`config.mk`:
```
export PLATFORM = sky130hd
export DESIGN_NAME = mem_access_unit
export DESIGN_NICKNAME = d
export VERILOG_FILES = /design/src/rtl/mem_access_unit.sv
export SDC_FILE = /design/constraint.sdc
export NUM_CORES = 1
export LEC_CHECK = 0
export CAP_MARGIN = 20
export CORE_ASPECT_RATIO = 1.4
export CORE_MARGIN = 2
export CORE_UTILIZATION = 45
export DETAILED_ROUTE_END_ITERATION = 10
export GPL_ROUTABILITY_DRIVEN = 0
export PLACE_DENSITY = 0.82
export SYNTH_ARGS = -nofsm -noshare
export SYNTH_HDL_FRONTEND = slang
export SYNTH_SLANG_ARGS = --single-unit
export TNS_END_PERCENT = 100
```
`constraint.sdc`:
```
create_clock -name clk -period 3.2 [get_ports clk]
set_input_delay 0.64 -clock clk [delete_from_list [all_inputs] [get_ports clk]]
set_output_delay 0.64 -clock clk [all_outputs]
set_load 0.01 [all_outputs]
```
`src/rtl/mem_access_unit.sv`:
```
// Memory stage: executes EX/MEM loads/stores over a req/ack bus, presents the writeback triple to MEM/WB.
// Latency: non-memory ops pass through combinationally; bus ops take >= 3 cycles (IDLE, REQ..., DONE).
// Backpressure: stallreq_o holds the pipeline from acceptance until DONE; bus wait bounded by TIMEOUT_CYCLES.
module mem_access_unit #(
    parameter int TIMEOUT_CYCLES = 255
) (
    input  logic        clk,
    input  logic        rst,
    input  logic [7:0]  aluop_i,
    input  logic [31:0] mem_addr_i,
    input  logic [31:0] reg2_i,
    input  logic [4:0]  wd_i,
    input  logic        wreg_i,
    input  logic [31:0] wdata_i,
    output logic        bus_req_o,
    output logic        bus_we_o,
    output logic [31:0] bus_addr_o,
    output logic [3:0]  bus_sel_o,
    output logic [31:0] bus_wdata_o,
    input  logic        bus_ack_i,
    input  logic [31:0] bus_rdata_i,
    output logic        stallreq_o,
    output logic [4:0]  wd_o,
    output logic        wreg_o,
    output logic [31:0] wdata_o,
    output logic        misalign_o,
    output logic        bus_err_o
);

    localparam logic [7:0] EXE_LB_OP  = 8'b11100000;
    localparam logic [7:0] EXE_LBU_OP = 8'b11100100;
    localparam logic [7:0] EXE_LH_OP  = 8'b11100001;
    localparam logic [7:0] EXE_LHU_OP = 8'b11100101;
    localparam logic [7:0] EXE_LW_OP  = 8'b11100011;
    localparam logic [7:0] EXE_SB_OP  = 8'b11101000;
    localparam logic [7:0] EXE_SH_OP  = 8'b11101001;
    localparam logic [7:0] EXE_SW_OP  = 8'b11101011;

    // Counter is wide enough to hold TIMEOUT_CYCLES-1; it saturates when the timeout is disabled.
    localparam int CW = (TIMEOUT_CYCLES < 2) ? 1 : $clog2(TIMEOUT_CYCLES + 1);
    localparam logic [CW-1:0] TO_LAST = CW'(TIMEOUT_CYCLES - 1);

    typedef enum logic [1:0] {IDLE, REQ, DONE} state_t;

    state_t        state;
    logic [CW-1:0] cnt;
    logic [4:0]    wd_q;
    logic [7:0]    aluop_q;
    logic [1:0]    off_q;
    logic [31:0]   rdata_q;
    logic          err_q;

    logic          is_mem;
    logic          is_store;
    logic          misaligned;
    logic [3:0]    sel_c;
    logic [31:0]   wdata_c;
    logic [7:0]    load_byte;
    logic [15:0]   load_half;
    logic [31:0]   load_data;

    // Decode the incoming op: access size, direction, alignment, byte lanes and replicated store data.
    always_comb begin
        is_mem     = 1'b1;
        is_store   = 1'b0;
        misaligned = 1'b0;
        sel_c      = 4'b0000;
        wdata_c    = 32'h0;
        case (aluop_i)
            EXE_LB_OP, EXE_LBU_OP, EXE_SB_OP: begin
                is_store = (aluop_i == EXE_SB_OP);
                sel_c    = 4'b1000 >> mem_addr_i[1:0];
                wdata_c  = {4{reg2_i[7:0]}};
            end
            EXE_LH_OP, EXE_LHU_OP, EXE_SH_OP: begin
                is_store   = (aluop_i == EXE_SH_OP);
                misaligned = mem_addr_i[0];
                sel_c      = mem_addr_i[1] ? 4'b0011 : 4'b1100;
                wdata_c    = {2{reg2_i[15:0]}};
            end
            EXE_LW_OP, EXE_SW_OP: begin
                is_store   = (aluop_i == EXE_SW_OP);
                misaligned = (mem_addr_i[1:0] != 2'b00);
                sel_c      = 4'b1111;
                wdata_c    = reg2_i;
            end
            default: is_mem = 1'b0;
        endcase
    end

    // Extract and extend the loaded byte/halfword from the captured big-endian bus word.
    always_comb begin
        load_data = 32'h0;
        case (off_q)
            2'd0:    load_byte = rdata_q[31:24];
            2'd1:    load_byte = rdata_q[23:16];
            2'd2:    load_byte = rdata_q[15:8];
            default: load_byte = rdata_q[7:0];
        endcase
        load_half = off_q[1] ? rdata_q[15:0] : rdata_q[31:16];
        case (aluop_q)
            EXE_LB_OP:  load_data = {{24{load_byte[7]}}, load_byte};
            EXE_LBU_OP: load_data = {24'h0, load_byte};
            EXE_LH_OP:  load_data = {{16{load_half[15]}}, load_half};
            EXE_LHU_OP: load_data = {16'h0, load_half};
            EXE_LW_OP:  load_data = rdata_q;
            default:    load_data = 32'h0;
        endcase
    end

    // Bus FSM: accept an aligned op in IDLE, hold the request until ack or timeout, retire in DONE.
    always_ff @(posedge clk or negedge rst) begin
        if (!rst) begin
            state       <= IDLE;
            cnt         <= '0;
            wd_q        <= 5'd0;
            aluop_q     <= 8'd0;
            off_q       <= 2'd0;
            rdata_q     <= 32'h0;
            err_q       <= 1'b0;
            bus_req_o   <= 1'b0;
            bus_we_o    <= 1'b0;
            bus_addr_o  <= 32'h0;
            bus_sel_o   <= 4'b0000;
            bus_wdata_o <= 32'h0;
        end else begin
            case (state)
                IDLE: begin
                    err_q <= 1'b0;
                    cnt   <= '0;
                    if (is_mem && !misaligned) begin
                        bus_req_o   <= 1'b1;
                        bus_we_o    <= is_store;
                        bus_addr_o  <= {mem_addr_i[31:2], 2'b00};
                        bus_sel_o   <= sel_c;
                        bus_wdata_o <= wdata_c;
                        wd_q        <= wd_i;
                        aluop_q     <= aluop_i;
                        off_q       <= mem_addr_i[1:0];
                        state       <= REQ;
                    end
                end
                REQ: begin
                    // An ack on the timeout edge still completes the access normally.
                    if (bus_ack_i) begin
                        rdata_q   <= bus_rdata_i;
                        bus_req_o <= 1'b0;
                        cnt       <= '0;
                        state     <= DONE;
                    end else if (TIMEOUT_CYCLES != 0 && cnt == TO_LAST) begin
                        bus_req_o <= 1'b0;
                        err_q     <= 1'b1;
                        cnt       <= '0;
                        state     <= DONE;
                    end else if (cnt != '1) begin
                        cnt <= cnt + 1'b1;
                    end
                end
                DONE: begin
                    err_q <= 1'b0;
                    state <= IDLE;
                end
                default: state <= IDLE;
            endcase
        end
    end

    // Stall, writeback and status flags; all forced low while reset is asserted.
    always_comb begin
        stallreq_o = 1'b0;
        wd_o       = 5'd0;
        wreg_o     = 1'b0;
        wdata_o    = 32'h0;
        misalign_o = 1'b0;
        bus_err_o  = 1'b0;
        if (rst) begin
            case (state)
                IDLE: begin
                    if (!is_mem) begin
                        wd_o    = wd_i;
                        wreg_o  = wreg_i;
                        wdata_o = wdata_i;
                    end else if (misaligned) begin
                        misalign_o = 1'b1;
                    end else begin
                        stallreq_o = 1'b1;
                    end
                end
                REQ: stallreq_o = 1'b1;
                DONE: begin
                    if (err_q) begin
                        bus_err_o = 1'b1;
                    end else if (!bus_we_o) begin
                        wd_o    = wd_q;
                        wreg_o  = 1'b1;
                        wdata_o = load_data;
                    end
                end
                default: ;
            endcase
        end
    end

endmodule
```
# == Yosys cells after proc, flatten, opt, wreduce, memory -nomap -nowiden ==
# Cells that the tools add are included.
# totals
in_bits,145
ramBits,0
out_inout_bits,111
latchBits,0
mem_bits_ro,0
elab_cells,106
reg_bits,126
n_memories,0
# classes
eq_ne,24
bitwise,0
reduce_logical,18
div_mod_pow,0
shifts,1
magnitude_cmp,0
n_mux,50
add_sub_neg,1
mul,0
# op_table
operator,n
$pmux W32 S5,1
$mux W32,4
$eq A8 B8 Y1 const B,14
$pmux W32 S3,1
$pmux W32 S2,1
$mux W8,3
$pmux W8 S3,1
$mux W1,20
$mux W5,4
$mux W16,1
$pmux W8 S2,1
$pmux W4 S3,1
$pmux W1 S2,5
$pmux W5 S2,1
$add A8 B1 Y8 const B,1
$ne A8 B8 Y1 const B,1
$reduce_and A2 Y1,4
$reduce_or A8 Y1,1
$mux W2,3
$ne A2 B2 Y1 const B,3
$reduce_and A3 Y1,2
$reduce_bool A2 Y1,3
$reduce_or A3 Y1,2
$eq A2 B1 Y1 const B,2
11 further kinds,14

# == Longest topological paths before layout ==
# logic_depth
depth_word,7
ltp_mapped,7
depth_no_buf,6

# == Worst setup path before layout ==
# No wires, ideal clock.
# synth_timing
path_type,reg2out
from,reg state[0]
to,out wdata_o[21]
setup_slack_ps,277
path_stages_with_launch,7
path_buffers,2
arrival_time_ps,2283
t_required_ps,2560
path_cell_list,dfrtp_1 buf_6 or4b_4 or4b_4 a2111oi_4 buf_6 a221o_2
# synth_via
elab_chain_cells,3
elab_cells_between_ends,4
classes_between,eq/ne: 1; mux: 2; reduce/logical: 1
# synth_lines
element,line_no,text
from (decl),45,state_t state;
from (signal assigned),114,state <= IDLE;
from (signal assigned),140,state <= REQ;
from (signal assigned),149,state <= DONE;
$eq A2 B2 Y1 / $logic_not A2 Y1 (equally long branches),177,case (state)
$pmux W32 S2 (*),177,
$mux W32 (*),176,if (rst) begin
to (decl),25,"output logic [31:0] wdata_o,"
# Every way passes the cells marked *; elsewhere a longest branch is shown, timed or not.

# == Final worst setup path ==
# layout_timing
from,reg bus_we_o
to,out wdata_o[29]
# layout_via
elab_chain_cells,4
# layout_lines
element,line_no,text
from (decl),16,"output logic bus_we_o,"
from (signal assigned),133,bus_we_o <= is_store;
$mux W32,193,end else if (!bus_we_o) begin
$mux W32,191,if (err_q) begin
$pmux W32 S2,177,
$mux W32,176,
# No other way between the ends.

==> flow_summary.ini <==
[floorplanning]
num_io_pins = 256
die_h_um = 149
start_util_pct = 46.3
die_area_um2 = 15900
rows = 52
die_w_um = 107
core_area_um2 = 14500

[clocking]
cts-buffers-inserted = 17
tritoncts = yes
worstSkewPairLatency_ns = 0.42
htreeDepth = 4
cts-root-buf = clkbuf_16
cts_sinks = 126
clkSlewWorstSetupHoldPaths_ns = 0.06
clk_path_buf_depth = 2

[cells_and_area]
post-route-util_pct = 72.3
fillCellCount = 961
num_antenna_cells = 0
fin_nets = 1013
stdcell_count = 1068
syn_to_final_growth_pct = 56.0
drive_above_1_share_pct = 30.1
stdcell_area_um2 = 10500

[critical_path]
crit_family = simple AND/OR/NAND/NOR gates
critical-path-slowest-cell = or4b_4
startpoint = bus_we_o
slowest_delay_ns = 0.54
r2r_start = state[0]
crit_buf_inv = 5
startpoint_type = register
crit_fanout = 3
crit_type = register to primary output
crit_path_frequent_cell = buf_6
worstPathArrival_ns = 2.77
worstPathRequired_ns = 2.56
endpoint_kind = primary output
worstPathCellList = or4b_4, or4b_4, a2111oi_4, buf_4, clkbuf_16, buf_6, buf_6, a221o_2, buf_6

[job]
cap_viol_max_count = 0

[global_routing]
grt_max_degree = 60
antenna_found_initial = 0
grt_use_total_pct = 27.7
grt_pass1_wl_mm = 34.0
grt.overflow.total = 0
grt_pass1_vias = 6554

[sta]
postLayoutSetupSlackWorst_ns = -0.211
slew_headroom_pct = 49.3
setup_viol = 20
fin_tns_setup_ns = -1.95
finalHoldViolations = 1
max_freq_mhz = 293
finalCriticalPeriod_ns = 3.41
rsz0062_at_grt = true
whs_ns = -0.00568
drv_slew = 0
fin_skew_ns = 0.00696
worstMarginPinSlew_ns = 0.761
finalCritPeriodShare_pct = 107

[run_status]
violations = hold timing, setup timing
status = complete, but fails checks

[drt]
first_pass_iters = 5
drc = 0
drtIter0Drc = 291
vias_per_cell = 5.77
ant_nets = 0
post_drt_wl_per_cell_um = 20.8
wirelength_mm = 22.2
routed-via-count = 6163

[placement]
pre_cts_ws_ns = -0.214
io_buffers = 253
place_area_um2 = 9680
dp.cells = 1022
dpl.hpwl_mm = 16.1

[logic_synthesis]
synth_top_area_share_pct = 46.9
synthTopCellsByArea = dfrtp_1 47%, mux2_2 17%, mux2i_1 4.6%
synth_area_um2 = 6720
synth-xor-area-share_pct = 0.261
synth_top_family_by_area = multiplexers
synth_ff_type = dfrtp_1
yosys.area.top_type = dfrtp_1
avgSynthCellArea_um2 = 11.7
muxShareOfSynthArea_pct = 22.2
synth_compound_area_share_pct = 17.5
ys_top_cells_by_count = 126 x dfrtp_1, 103 x mux2_2, 35 x nand2_1
ys_seq_area_share_pct = 46.9
ys_async_sr_fraction_pct = 100
ys_ff_latch = 126
synth-simple-area-share_pct = 8.01
postSynthCellCount = 575
synthAdderAreaFrac_pct = 0.372
ys_types = 64
yosysWarnings = 0
synthMostInstantiatedCell = dfrtp_1
synth-edff-count = 0

[power_and_ir_drop]
powerDensity_nw_per_um2 = 549
leakage_uw = 0.00455
irDropWorstVdd_mv = 0.388

[hold_path]
min_path_type = input port to asynchronous set/reset pin
through the flow:
stage | hold WS (ns) | total power [uW]
after floorplan | 0.344 | 2970
after global placement | 0.426 | 3780
after detailed placement | 0.427 | 3860
after CTS | -0.0202 | 5760
after global routing | -0.0274 | 6010
final | -0.00568 | 5760
cell type report:
type | count | area, um^2 | area share, %
clock buffer | 18 | 439 | 4.19
clock inverter | 14 | 136 | 1.30
inverter | 23 | 86.3 | 0.823
multi-input combinational | 386 | 3370 | 32.2
sequential | 126 | 3150 | 30.1
tap | 189 | 236 | 2.26
timing repair buffer | 312 | 3060 | 29.2
worst paths after layout:
path                                   to  slack, ns  cells after the start
max reg2reg                bus_addr_o[21]       1.02                      7
min in group clk               aluop_q[5]       0.47                      1
min                                cnt[3]     -0.006                      1
max in group asynchronous  bus_addr_o[12]       2.10                      3
min reg2reg                    aluop_q[5]       0.47                      1
max                           wdata_o[29]      -0.21                      9
power by group:
part           leakage, uW  internal (uW)  total (uW)  switching, uW
Sequential         0.00162           1930        2230            305
Clock             0.000262           1100        1860            759
Combinational      0.00267            967        1660            697
routing by layer:
layer / global-route usage [%] / part of all wire [%]
met1: 28.8 / 35
met2: 49.7 / 52
met3: 8.24 / 8.2
met4: 14.4 / 4.5
met5: 0 / 0
kinds of logic (layout without fill, tap and decap cells):
kind of cell	after synthesis	count (layout)
buf+inv	64	367
simple gates	100	100
compound gates	145	145
xor+xnor	2	2
mux	135	135
other cells	1	2
fa+ha+maj	2	2
flops	126	126
flip-flops by register name (all words and copies together) (netlist names):
| name | count |
|---|---|
| wd_q | 5 |
| err_q | 1 |
| cnt | 8 |
| off_q | 2 |
| bus_wdata_o | 32 |
| bus_req_o | 1 |
| rdata_q | 32 |
| aluop_q | 8 |
| bus_sel_o | 4 |
| bus_we_o | 1 |
| state | 2 |
| bus_addr_o | 30 |
what timing repair did:
| item | 4_1_cts | 5_1_grt |
|---|---|---|
| endpoints found under the hold margin | 1 | 1 |
| resized for setup | 128 | 36 |
| endpoints found under the setup margin | 40 | 28 |
| gates cloned | 2 | 0 |
| pin swaps | 4 | 1 |
| buffers inserted | 9 | 4 |
cells in the final DEF (no fill, tap or decap), types with 7 or more instances in the layout:
| master | instances |
|---|---|
| a21oi_1 | 17 |
| a221o_2 | 16 |
| a22o_1 | 24 |
| a22oi_1 | 12 |
| buf_4 | 47 |
| buf_6 | 23 |
| clkbuf_16 | 18 |
| clkdlybuf4s50_1 | 215 |
| dfrtp_1 | 126 |
| inv_1 | 23 |
| mux2_2 | 103 |
| mux2i_1 | 31 |
| nand2_1 | 33 |
| nor2_1 | 15 |
| o21ai_0 | 7 |
| o2bb2ai_1 | 23 |
Power figures use the tool's default switching activity.
